## src/rtl/pu_i2c_pkg.sv

```systemverilog
// Shared types and helpers for the I2C slave word sequencer.
// Word sizing functions, TX FSM encoding and idle byte default.
package pu_i2c_pkg;

   typedef enum logic {
      TX_IDLE   = 1'b0,
      TX_ACTIVE = 1'b1
   } tx_state_t;

   localparam logic [7:0] TX_IDLE_BYTE_DEF = 8'h00;

   function automatic int bytes_per_word(input int dw, input int iw);
      return dw / iw;
   endfunction

   function automatic int cnt_width(input int bytes);
      return $clog2(bytes + 1);
   endfunction

endpackage

```

## src/rtl/pu_i2c_word_fifo.sv

```systemverilog
// Small synchronous word FIFO with registered storage.
// Push while full is accepted only when a pop happens in the same cycle.
module pu_i2c_word_fifo
   import pu_i2c_pkg::*;
#(
   parameter int WIDTH = 32,
   parameter int DEPTH = 2
) (
   input  logic             clk,
   input  logic             rst,
   input  logic             i_push,
   input  logic [WIDTH-1:0] i_data,
   input  logic             i_pop,
   output logic [WIDTH-1:0] o_data,
   output logic             o_full,
   output logic             o_empty
);

   localparam int AW = $clog2(DEPTH);
   localparam int CW = $clog2(DEPTH + 1);

   logic [WIDTH-1:0] r_mem [DEPTH];
   logic [AW-1:0]    r_wr;
   logic [AW-1:0]    r_rd;
   logic [CW-1:0]    r_cnt;
   logic             w_push;
   logic             w_pop;

   assign o_full  = (r_cnt == CW'(DEPTH));
   assign o_empty = (r_cnt == '0);
   assign o_data  = r_mem[r_rd];
   assign w_pop   = i_pop && !o_empty;
   assign w_push  = i_push && (!o_full || w_pop);

   always_ff @(posedge clk) begin
      if (rst) begin
         for (int i = 0; i < DEPTH; i++) r_mem[i] <= '0;
         r_wr  <= '0;
         r_rd  <= '0;
         r_cnt <= '0;
      end else begin
         if (w_push) begin
            r_mem[r_wr] <= i_data;
            r_wr        <= r_wr + AW'(1);
         end
         if (w_pop) r_rd <= r_rd + AW'(1);
         case ({w_push, w_pop})
            2'b10:   r_cnt <= r_cnt + CW'(1);
            2'b01:   r_cnt <= r_cnt - CW'(1);
            default: r_cnt <= r_cnt;
         endcase
      end
   end

endmodule

```

## src/rtl/pu_i2c_slave_word_ctrl.sv

```systemverilog
// Word sequencer between the I2C slave byte driver and the PU dataflow:
// RX byte assembly into a FIFO, TX word split into bytes on driver strobes.
module pu_i2c_slave_word_ctrl
   import pu_i2c_pkg::*;
#(
   parameter int I2C_DATA_WIDTH = 8,
   parameter int DATA_WIDTH     = 32,
   parameter int RX_DEPTH       = 2,
   parameter logic [I2C_DATA_WIDTH-1:0] TX_IDLE_BYTE = TX_IDLE_BYTE_DEF
) (
   input  logic                      clk,
   input  logic                      rst,
   input  logic [I2C_DATA_WIDTH-1:0] byte_rx,
   input  logic                      byte_rx_stb,
   input  logic                      byte_rd_start,
   input  logic                      byte_next,
   input  logic                      bus_idle,
   output logic [I2C_DATA_WIDTH-1:0] byte_tx,
   output logic [DATA_WIDTH-1:0]     rx_data,
   output logic                      rx_valid,
   input  logic                      rx_ready,
   input  logic [DATA_WIDTH-1:0]     tx_data,
   input  logic                      tx_valid,
   output logic                      tx_ready,
   output logic                      rx_overflow,
   output logic                      tx_underrun,
   input  logic                      err_clr
);

   localparam int IW    = I2C_DATA_WIDTH;
   localparam int DW    = DATA_WIDTH;
   localparam int BYTES = bytes_per_word(DW, IW);
   localparam int CW    = cnt_width(BYTES);
   localparam logic [CW-1:0] LAST = CW'(BYTES - 1);
   localparam logic [CW-1:0] NB   = CW'(BYTES);

   logic [2:0]       r_stb_q;
   logic [2:0]       r_stb_d;
   logic [2:0]       w_ev;
   logic [IW-1:0]    r_rx_byte;
   logic [DW-IW-1:0] r_rx_sh;
   logic [CW-1:0]    r_rx_cnt;
   logic [DW-1:0]    w_rx_word;
   logic             w_rx_done;
   logic             w_fifo_full;
   logic             w_fifo_empty;
   logic             w_pop;

   logic             r_tx_full;
   logic [DW-1:0]    r_tx_hold;
   tx_state_t        r_tx_state;
   tx_state_t        w_tx_state_n;
   logic [DW-1:0]    r_tx_sh;
   logic [DW-1:0]    w_tx_sh_n;
   logic [CW-1:0]    r_tx_idx;
   logic [CW-1:0]    w_tx_idx_n;
   logic [IW-1:0]    r_byte_tx;
   logic [IW-1:0]    w_byte_n;
   logic             w_tx_take;
   logic             w_unrun;

   // Strobes are levels; one event per rising edge of the registered copy.
   assign w_ev = r_stb_q & ~r_stb_d;

   always_ff @(posedge clk) begin
      if (rst) begin
         r_stb_q   <= '0;
         r_stb_d   <= '0;
         r_rx_byte <= '0;
      end else begin
         r_stb_q   <= {byte_next, byte_rd_start, byte_rx_stb};
         r_stb_d   <= r_stb_q;
         r_rx_byte <= byte_rx;
      end
   end

   assign w_rx_word = {r_rx_sh, r_rx_byte};
   assign w_rx_done = w_ev[0] && !bus_idle && (r_rx_cnt == LAST);

   always_ff @(posedge clk) begin
      if (rst) begin
         r_rx_sh  <= '0;
         r_rx_cnt <= '0;
      end else if (bus_idle) begin
         r_rx_cnt <= '0;
      end else if (w_ev[0]) begin
         r_rx_sh  <= w_rx_word[DW-IW-1:0];
         r_rx_cnt <= w_rx_done ? '0 : r_rx_cnt + CW'(1);
      end
   end

   pu_i2c_word_fifo #(
      .WIDTH (DW),
      .DEPTH (RX_DEPTH)
   ) u_rx_fifo (
      .clk     (clk),
      .rst     (rst),
      .i_push  (w_rx_done),
      .i_data  (w_rx_word),
      .i_pop   (rx_ready),
      .o_data  (rx_data),
      .o_full  (w_fifo_full),
      .o_empty (w_fifo_empty)
   );

   assign rx_valid = !w_fifo_empty;
   assign w_pop    = rx_ready && rx_valid;
   assign tx_ready = !r_tx_full;
   assign byte_tx  = r_byte_tx;

   always_comb begin
      w_tx_state_n = r_tx_state;
      w_tx_idx_n   = r_tx_idx;
      w_tx_sh_n    = r_tx_sh;
      w_byte_n     = r_byte_tx;
      w_tx_take    = 1'b0;
      w_unrun      = 1'b0;
      if (bus_idle) begin
         w_tx_state_n = TX_IDLE;
         w_tx_idx_n   = '0;
      end else if (w_ev[1] || (w_ev[2] && r_tx_state == TX_ACTIVE
                               && r_tx_idx == NB)) begin
         // Start, or reload once the current word is exhausted.
         if (r_tx_full) begin
            w_tx_sh_n    = r_tx_hold << IW;
            w_byte_n     = r_tx_hold[DW-1 -: IW];
            w_tx_idx_n   = CW'(1);
            w_tx_take    = 1'b1;
            w_tx_state_n = TX_ACTIVE;
         end else begin
            w_byte_n     = TX_IDLE_BYTE;
            w_unrun      = 1'b1;
            w_tx_idx_n   = '0;
            w_tx_state_n = TX_IDLE;
         end
      end else if (w_ev[2] && r_tx_state == TX_ACTIVE) begin
         w_tx_sh_n  = r_tx_sh << IW;
         w_byte_n   = r_tx_sh[DW-1 -: IW];
         w_tx_idx_n = r_tx_idx + CW'(1);
      end
   end

   always_ff @(posedge clk) begin
      if (rst) begin
         r_tx_state <= TX_IDLE;
         r_tx_idx   <= '0;
         r_tx_sh    <= '0;
         r_byte_tx  <= TX_IDLE_BYTE;
      end else begin
         r_tx_state <= w_tx_state_n;
         r_tx_idx   <= w_tx_idx_n;
         r_tx_sh    <= w_tx_sh_n;
         r_byte_tx  <= w_byte_n;
      end
   end

   always_ff @(posedge clk) begin
      if (rst) begin
         r_tx_full <= 1'b0;
         r_tx_hold <= '0;
      end else if (w_tx_take) begin
         r_tx_full <= 1'b0;
      end else if (tx_valid && !r_tx_full) begin
         r_tx_full <= 1'b1;
         r_tx_hold <= tx_data;
      end
   end

   always_ff @(posedge clk) begin
      if (rst) begin
         rx_overflow <= 1'b0;
         tx_underrun <= 1'b0;
      end else begin
         if (err_clr)
            rx_overflow <= 1'b0;
         else if (w_rx_done && w_fifo_full && !w_pop)
            rx_overflow <= 1'b1;
         if (err_clr)
            tx_underrun <= 1'b0;
         else if (w_unrun)
            tx_underrun <= 1'b1;
      end
   end

endmodule
```

## config.mk

```make
export PLATFORM = sky130hd
export DESIGN_NAME = pu_i2c_slave_word_ctrl
export DESIGN_NICKNAME = d
export VERILOG_FILES = /design/src/rtl/pu_i2c_pkg.sv /design/src/rtl/pu_i2c_word_fifo.sv /design/src/rtl/pu_i2c_slave_word_ctrl.sv
export SDC_FILE = /design/constraint.sdc
export NUM_CORES = 1
export LEC_CHECK = 0
export BUFFER_PORTS_ARGS = -buffer_cell sky130_fd_sc_hd__buf_2
export CORE_MARGIN = 4
export CORE_UTILIZATION = 47
export CTS_CLUSTER_SIZE = 10
export DETAILED_ROUTE_END_ITERATION = 16
export PLACE_DENSITY = 0.7
export SETUP_SLACK_MARGIN = 0.05
export SYNTH_ARGS = -nofsm -noshare
export SYNTH_HDL_FRONTEND = slang
export SYNTH_SLANG_ARGS = --single-unit
```

## constraint.sdc

```tcl
create_clock -name clk -period 2.9 [get_ports clk]
set_clock_uncertainty 0.1 [all_clocks]
set_input_delay 0 -clock clk [delete_from_list [all_inputs] [get_ports clk]]
set_output_delay 0 -clock clk [all_outputs]
set_load 0.01 [all_outputs]
```

Word-level counts from Yosys, hierarchy flattened

Memory sizes are Yosys's and may differ from the RTL's. A register that Yosys moved wholly into a read port is not among the register bits.
Index checks and enable logic that the tools add are counted.

Register bits after elaboration: 124
Memory bits (writable): 64
Output and inout port bits: 44
Logic and storage cells: 87
Memories kept: 1

Memory list:

| name            | depth | bits a word | read ports | clocked after memory_dff | write ports | line                   | source |
|---|---|---|---|---|---|---|---|
| u_rx_fifo.r_mem | 2     | 32          | 1          | 1                        | 2           | pu_i2c_word_fifo.sv:22 | `logic [WIDTH-1:0] r_mem [DEPTH];` |

Add/subtract/negate cells: 6
Equality and inequality tests: 6
Mux-type cells: 27
Bitwise logic cells: 4
Reduce and logical (&&, ||, !) cells: 27

Operators with widths:

| kind                                          | number |
|---|---|
| two-way mux 32 bit                            | 4 |
| OR reduction 32 bit                           | 1 |
| two-way mux 8 bit                             | 3 |
| two-way mux 1 bit                             | 16 |
| logical AND 1 bit                             | 9 |
| two-way mux 3 bit                             | 3 |
| adder 3 x 1 -> 3 bit, second input constant   | 2 |
| AND reduction 2 bit                           | 3 |
| OR reduction 2 bit                            | 3 |
| zero test 1 bit                               | 5 |
| == test 2 bit, second input constant          | 2 |
| one-hot mux 2 bit (2 select lines)            | 1 |
| nonzero test 2 bit                            | 2 |
| bitwise AND 3 bit                             | 1 |
| == test 3 x 2 -> 1 bit, second input constant | 1 |
| == test 3 bit, second input constant          | 1 |
| inverter 3 bit                                | 1 |
| AND reduction 3 bit                           | 1 |
| adder 1 bit, second input constant            | 2 |
| adder 2 x 1 -> 2 bit, second input constant   | 1 |
| == test 2 x 1 -> 1 bit, second input constant | 1 |
| zero test 2 bit                               | 1 |
| logical OR 1 bit                              | 2 |
| != test 2 bit, second input constant          | 1 |
| other kinds (2)                               | 3 |

Longest topological paths before layout

Word-level depth: 10
Mapped depth: 7
Gate-level depth less buffers: 7

Hierarchy

A second synthesis with hierarchy kept.

Cell total of the unflattened synthesis: 705
Area total of the unflattened synthesis: 7355.8 sq um

By module, submodules not included:

| module                 | times used | cells an instance | area an instance (sq um) |
|---|---|---|---|
| pu_i2c_slave_word_ctrl | 1          | 503               | 4301.6 |
| pu_i2c_word_fifo       | 1          | 202               | 3054.2 |

Least setup slack after synthesis

OpenSTA, ideal clock, no wires.

Path type: register to register
Start point: reg r_rx_cnt[0]
End point: mem u_rx_fifo.r_mem[0][0] (enable)
Library setup time: 0.428 ns
Arrival time: 2.419 ns
Setup slack: -0.047 ns
Cell stages (with the launch flop): 5
Clock period less this slack: 2.947 ns
Cells stage by stage: dfxtp_1 > ha_1 > ha_1 > nand3_2 > o21bai_1

RTL lines:

| item                   | line                         | source |
|---|---|---|
| start, declared        | pu_i2c_slave_word_ctrl.sv:42 | `logic [CW-1:0] r_rx_cnt;` |
| start signal, assigned | pu_i2c_slave_word_ctrl.sv:88 | `r_rx_cnt <= w_rx_done ? '0 : r_rx_cnt + CW'(1);` |
| end, declared          | pu_i2c_word_fifo.sv:22       |  |

Worst setup path in the final report

Start point: reg r_tx_idx[0]
End point: reg r_tx_sh[28]

Longest elaborated chain between the ends: 5
Elaborated cells on any way between the ends: 7
Those cells by class: 2 x eq/ne; 1 x mux; 4 x reduce/logical

Ends and longest elaborated chain:

| item                                                                 | line                          | source |
|---|---|---|
| start, declared                                                      | pu_i2c_slave_word_ctrl.sv:55  | `logic [CW-1:0] r_tx_idx;` |
| start signal, assigned                                               | pu_i2c_slave_word_ctrl.sv:151 | `r_tx_idx <= w_tx_idx_n;` |
| == test 3 bit *                                                      | pu_i2c_slave_word_ctrl.sv:122 | `&& r_tx_idx == NB)) begin` |
| logical AND 1 bit *                                                  | pu_i2c_slave_word_ctrl.sv:122 |  |
| logical OR 1 bit *                                                   | pu_i2c_slave_word_ctrl.sv:121 | `end else if (w_ev[1] \|\| (w_ev[2] && r_tx_state == TX_ACTIVE` |
| != test 2 bit (no source line) or nonzero test 2 bit (tied branches) | --                            |  |
| AND reduction 3 bit (no source line)                                 | --                            |  |
| end signal, assigned                                                 | pu_i2c_slave_word_ctrl.sv:152 | `r_tx_sh <= w_tx_sh_n;` |
| end, declared                                                        | pu_i2c_slave_word_ctrl.sv:53  | `logic [DW-1:0] r_tx_sh;` |

Every way passes the cells marked *; elsewhere a longest branch is shown, timed or not.
A chain may end at the register's enable or synchronous reset.

==> metrics.cfg <==
[power]
ir_worst_vdd_v=0.0004481
power_leakage_uw=0.003457
powerDensity_mw_per_mm2=603.4

[global_routing]
grt_pass1_wl_um=27060
grt_util_met1_pct=22.54
grt_pass1_vias=5517
overflow=0
grt_max_degree=58
grt_use_total_pct=19.23
met2_usage_pct=34.24
grt-busiest-layer=met2
antenna_found_initial=0
use_met3_pct=4.885

[placement]
finalWeightedCongestion=0.8480
dpl.hpwl_um=10330
port-buffer-count=92
dpl_cell_area_mm2=0.007782

[critical_path]
cp-end-kind=flop
critPathMaxStageDelay_ns=0.45
cp.arrival_ns=2.42
worst-path-stages=7
critPathMostFrequentCell=nand2_1
r2r_end=r_tx_sh[28]$_SDFFE_PP0P_
startpoint=r_tx_idx[0]$_SDFFE_PP0P_
critical_path_class=reg -> reg
cp_num_buf_inv=2
reg2reg_from=r_tx_idx[0]$_SDFFE_PP0P_
regToRegSetupSlack_ns=0.65
critPathSlowestCell=o21ai_0
critPathMaxFanout=24
cp_top_family=compound AO/OA/AOI/OAI gates
path_cells=inv_1, ha_1, nand2_1, buf_4, nand2_1, o21ai_0, a221oi_1
required_ns=3.07
ff2ff_path_depth=7
cp-start-kind=flop

[layout]
final_area_mm2=0.008950
syn_to_final_growth_pct=24.31
fin_nets=877
drive_gt1_share_pct=21.53

[detailed_routing]
wl_um=16510
detail-route-antenna-nets=0
routedWlPerCell_um=16.17
drtIter0Drc=338
via_per_inst=5.337
vias=5449
dr.pass1.iters=5
drc=0

[floorplan]
die_h_um=131.8
die_area_mm2=0.01736
core_area_mm2=0.01475
die_w_um=131.8
io_pins=93
initial_core_util_pct=48.80
num_rows=44

[synthesis]
ys_seq_area_share_pct=59.23
ys_ff_latch=181
synth_top_family_by_area=simple AND/OR/NAND/NOR gates
synth_xor_area_share_pct=0.4866
yosysMostFrequentCell=nand2_1
synthAdderAreaFrac_pct=0.8690
yosys-top-cells-count=120 x nand2_1, 117 x dfxtp_1, 69 x a21oi_1
synthTopCellsByArea=dfxtp_1 33%, edfxtp_1 27%, nand2_1 6.3%, and2_1 5.7%, mux2_2 5.0%
yosysTopAreaCellShare_pct=32.53
postSynth.asyncResetShare_pct=0
synth_top_area_cell=dfxtp_1
synth_fp_nets=745
synth_edf_count=64
synthSimpleGateAreaFrac_pct=17.33
ys.flop_type=dfxtp_1
syn_area_mm2=0.007199
yosys_warnings=0
synth_compound_area_share_pct=13.43
postSynthCellCount=691
yosysUniqueCellTypes=42
synth_mux_area_share_pct=5.005
synth_area_per_cell_um2=10.42

[timing]
holdWs_ns=0.2273
max_freq_mhz=444.2
slew_viol_final=0
relSlewSlack_pct=18.72
finalHoldViolCount=0
finalCriticalPeriod_ns=2.251
fin_crit_sh_pct=77.62
setup_tns_ns=0
worst_pin_slew_ns=1.214
finalSetupViolations=0
rsz0062_at_grt=no

[clock_network]
cts_max_level=4
cts_made_buffers=17
cts_resized=0
cts_root_buf=clkbuf_16
clock-sinks=181
clockBufferDepth=2
clock_latency_ns=0.43
clkTransAtPathRegs_ns=0.07
cts_tree=yes

[flow_run]
cap_violations=0

[status]
outcome=finished clean

[worst_hold_path]
hold_class=in -> reg
hold_path_end=tx_underrun$_SDFFE_PP0P_
hold_depth=3
hp-start=err_clr

## how the worst max path moves through the flow
stage	endpoint	slack [ns]
floorplan	u_rx_fifo.r_mem[0][0]$_SDFFCE_PN0P_	0.63
global placement	r_tx_sh[26]$_SDFFE_PP0P_	0.83
detailed placement	r_tx_sh[29]$_SDFFE_PP0P_	0.75
CTS	r_tx_sh[28]$_SDFFE_PP0P_	0.69
global route	r_tx_sh[28]$_SDFFE_PP0P_	0.47
finish	r_tx_sh[28]$_SDFFE_PP0P_	0.65
## layout by cell type (no fill, tap or decap), types with 13 or more instances in the layout
cell / n
nand2_1: 120
dfxtp_1: 117
buf_2: 91
a21oi_1: 69
and2_1: 66
edfxtp_1: 64
dlygate4sd3_1: 58
mux2_2: 32
nor2_1: 19
o21ai_0: 18
clkbuf_16: 17
a211oi_1: 16
a211o_1: 15
nor2b_1: 15
buf_4: 14
inv_1: 13
## area by class of cell
type                            instances  area [µm²]
Tap cell                              184       230.2
Antenna cell                            1       2.502
Fill cell                            1218        5804
Multi-Input combinational cell        447        2679
Timing Repair Buffer                  163        1141
Inverter                               13       48.80
Clock inverter                         12       127.6
Sequential cell                       181        4264
Clock buffer                           20       456.7
## metal layers
layer  up-vias  part of all wire, %
met5         -                    0
met4         0                  1.5
met3        26                  4.9
met2       156                   51
met1      2604                   42
li1       2663                    -
## where the power goes
| part | switching [µW] | total, µW | internal, µW | leakage (µW) |
|---|---|---|---|---|
| clock | 962 | 2280 | 1320 | 0.000284 |
| combinational | 202 | 368 | 166 | 0.00156 |
| sequential | 45.2 | 2750 | 2710 | 0.00161 |
## registers in the layout, indices dropped and copies added (netlist names), 8 cells and up, named ones only
register         count
u_rx_fifo.r_mem     64
r_tx_hold           32
r_rx_sh             24
r_tx_sh             24
byte_tx              8
r_rx_byte            8
## tightest hold or removal path, cell delays in order
cell and delay (ns):
dlygate4sd3_1 0.52, buf_2 0.13, nor3_1 0.05
## metrics by stage
step	instances	setup WS [ns]	utilization (%)	total power (µW)
finish	1021	0.6490	60.66	5400
detailed placement	930	0.7531	52.75	3114
global route	1020	0.4671	60.64	5598
CTS	1020	0.6924	60.64	5424
floorplan	691	0.6300	-	2994
global placement	930	0.8338	52.75	3099
## timing repair
item                                   CTS  global route
hold buffers                            58             0
endpoints found under the hold margin   81             0
setup buffers                            0             0
## cell families (layout without fill, tap and decap cells)
family                   after synthesis  after routing
flip-flops                           181            181
AND/OR/NAND/NOR                      253            253
adder cells (fa/ha/maj)                5              5
multiplexers                          32             32
AO/OA/AOI/OAI                        153            153
XOR/XNOR                               4              4
buffers and inverters                 63            208
other                                  0              1
(Power assumes the default switching activity.)
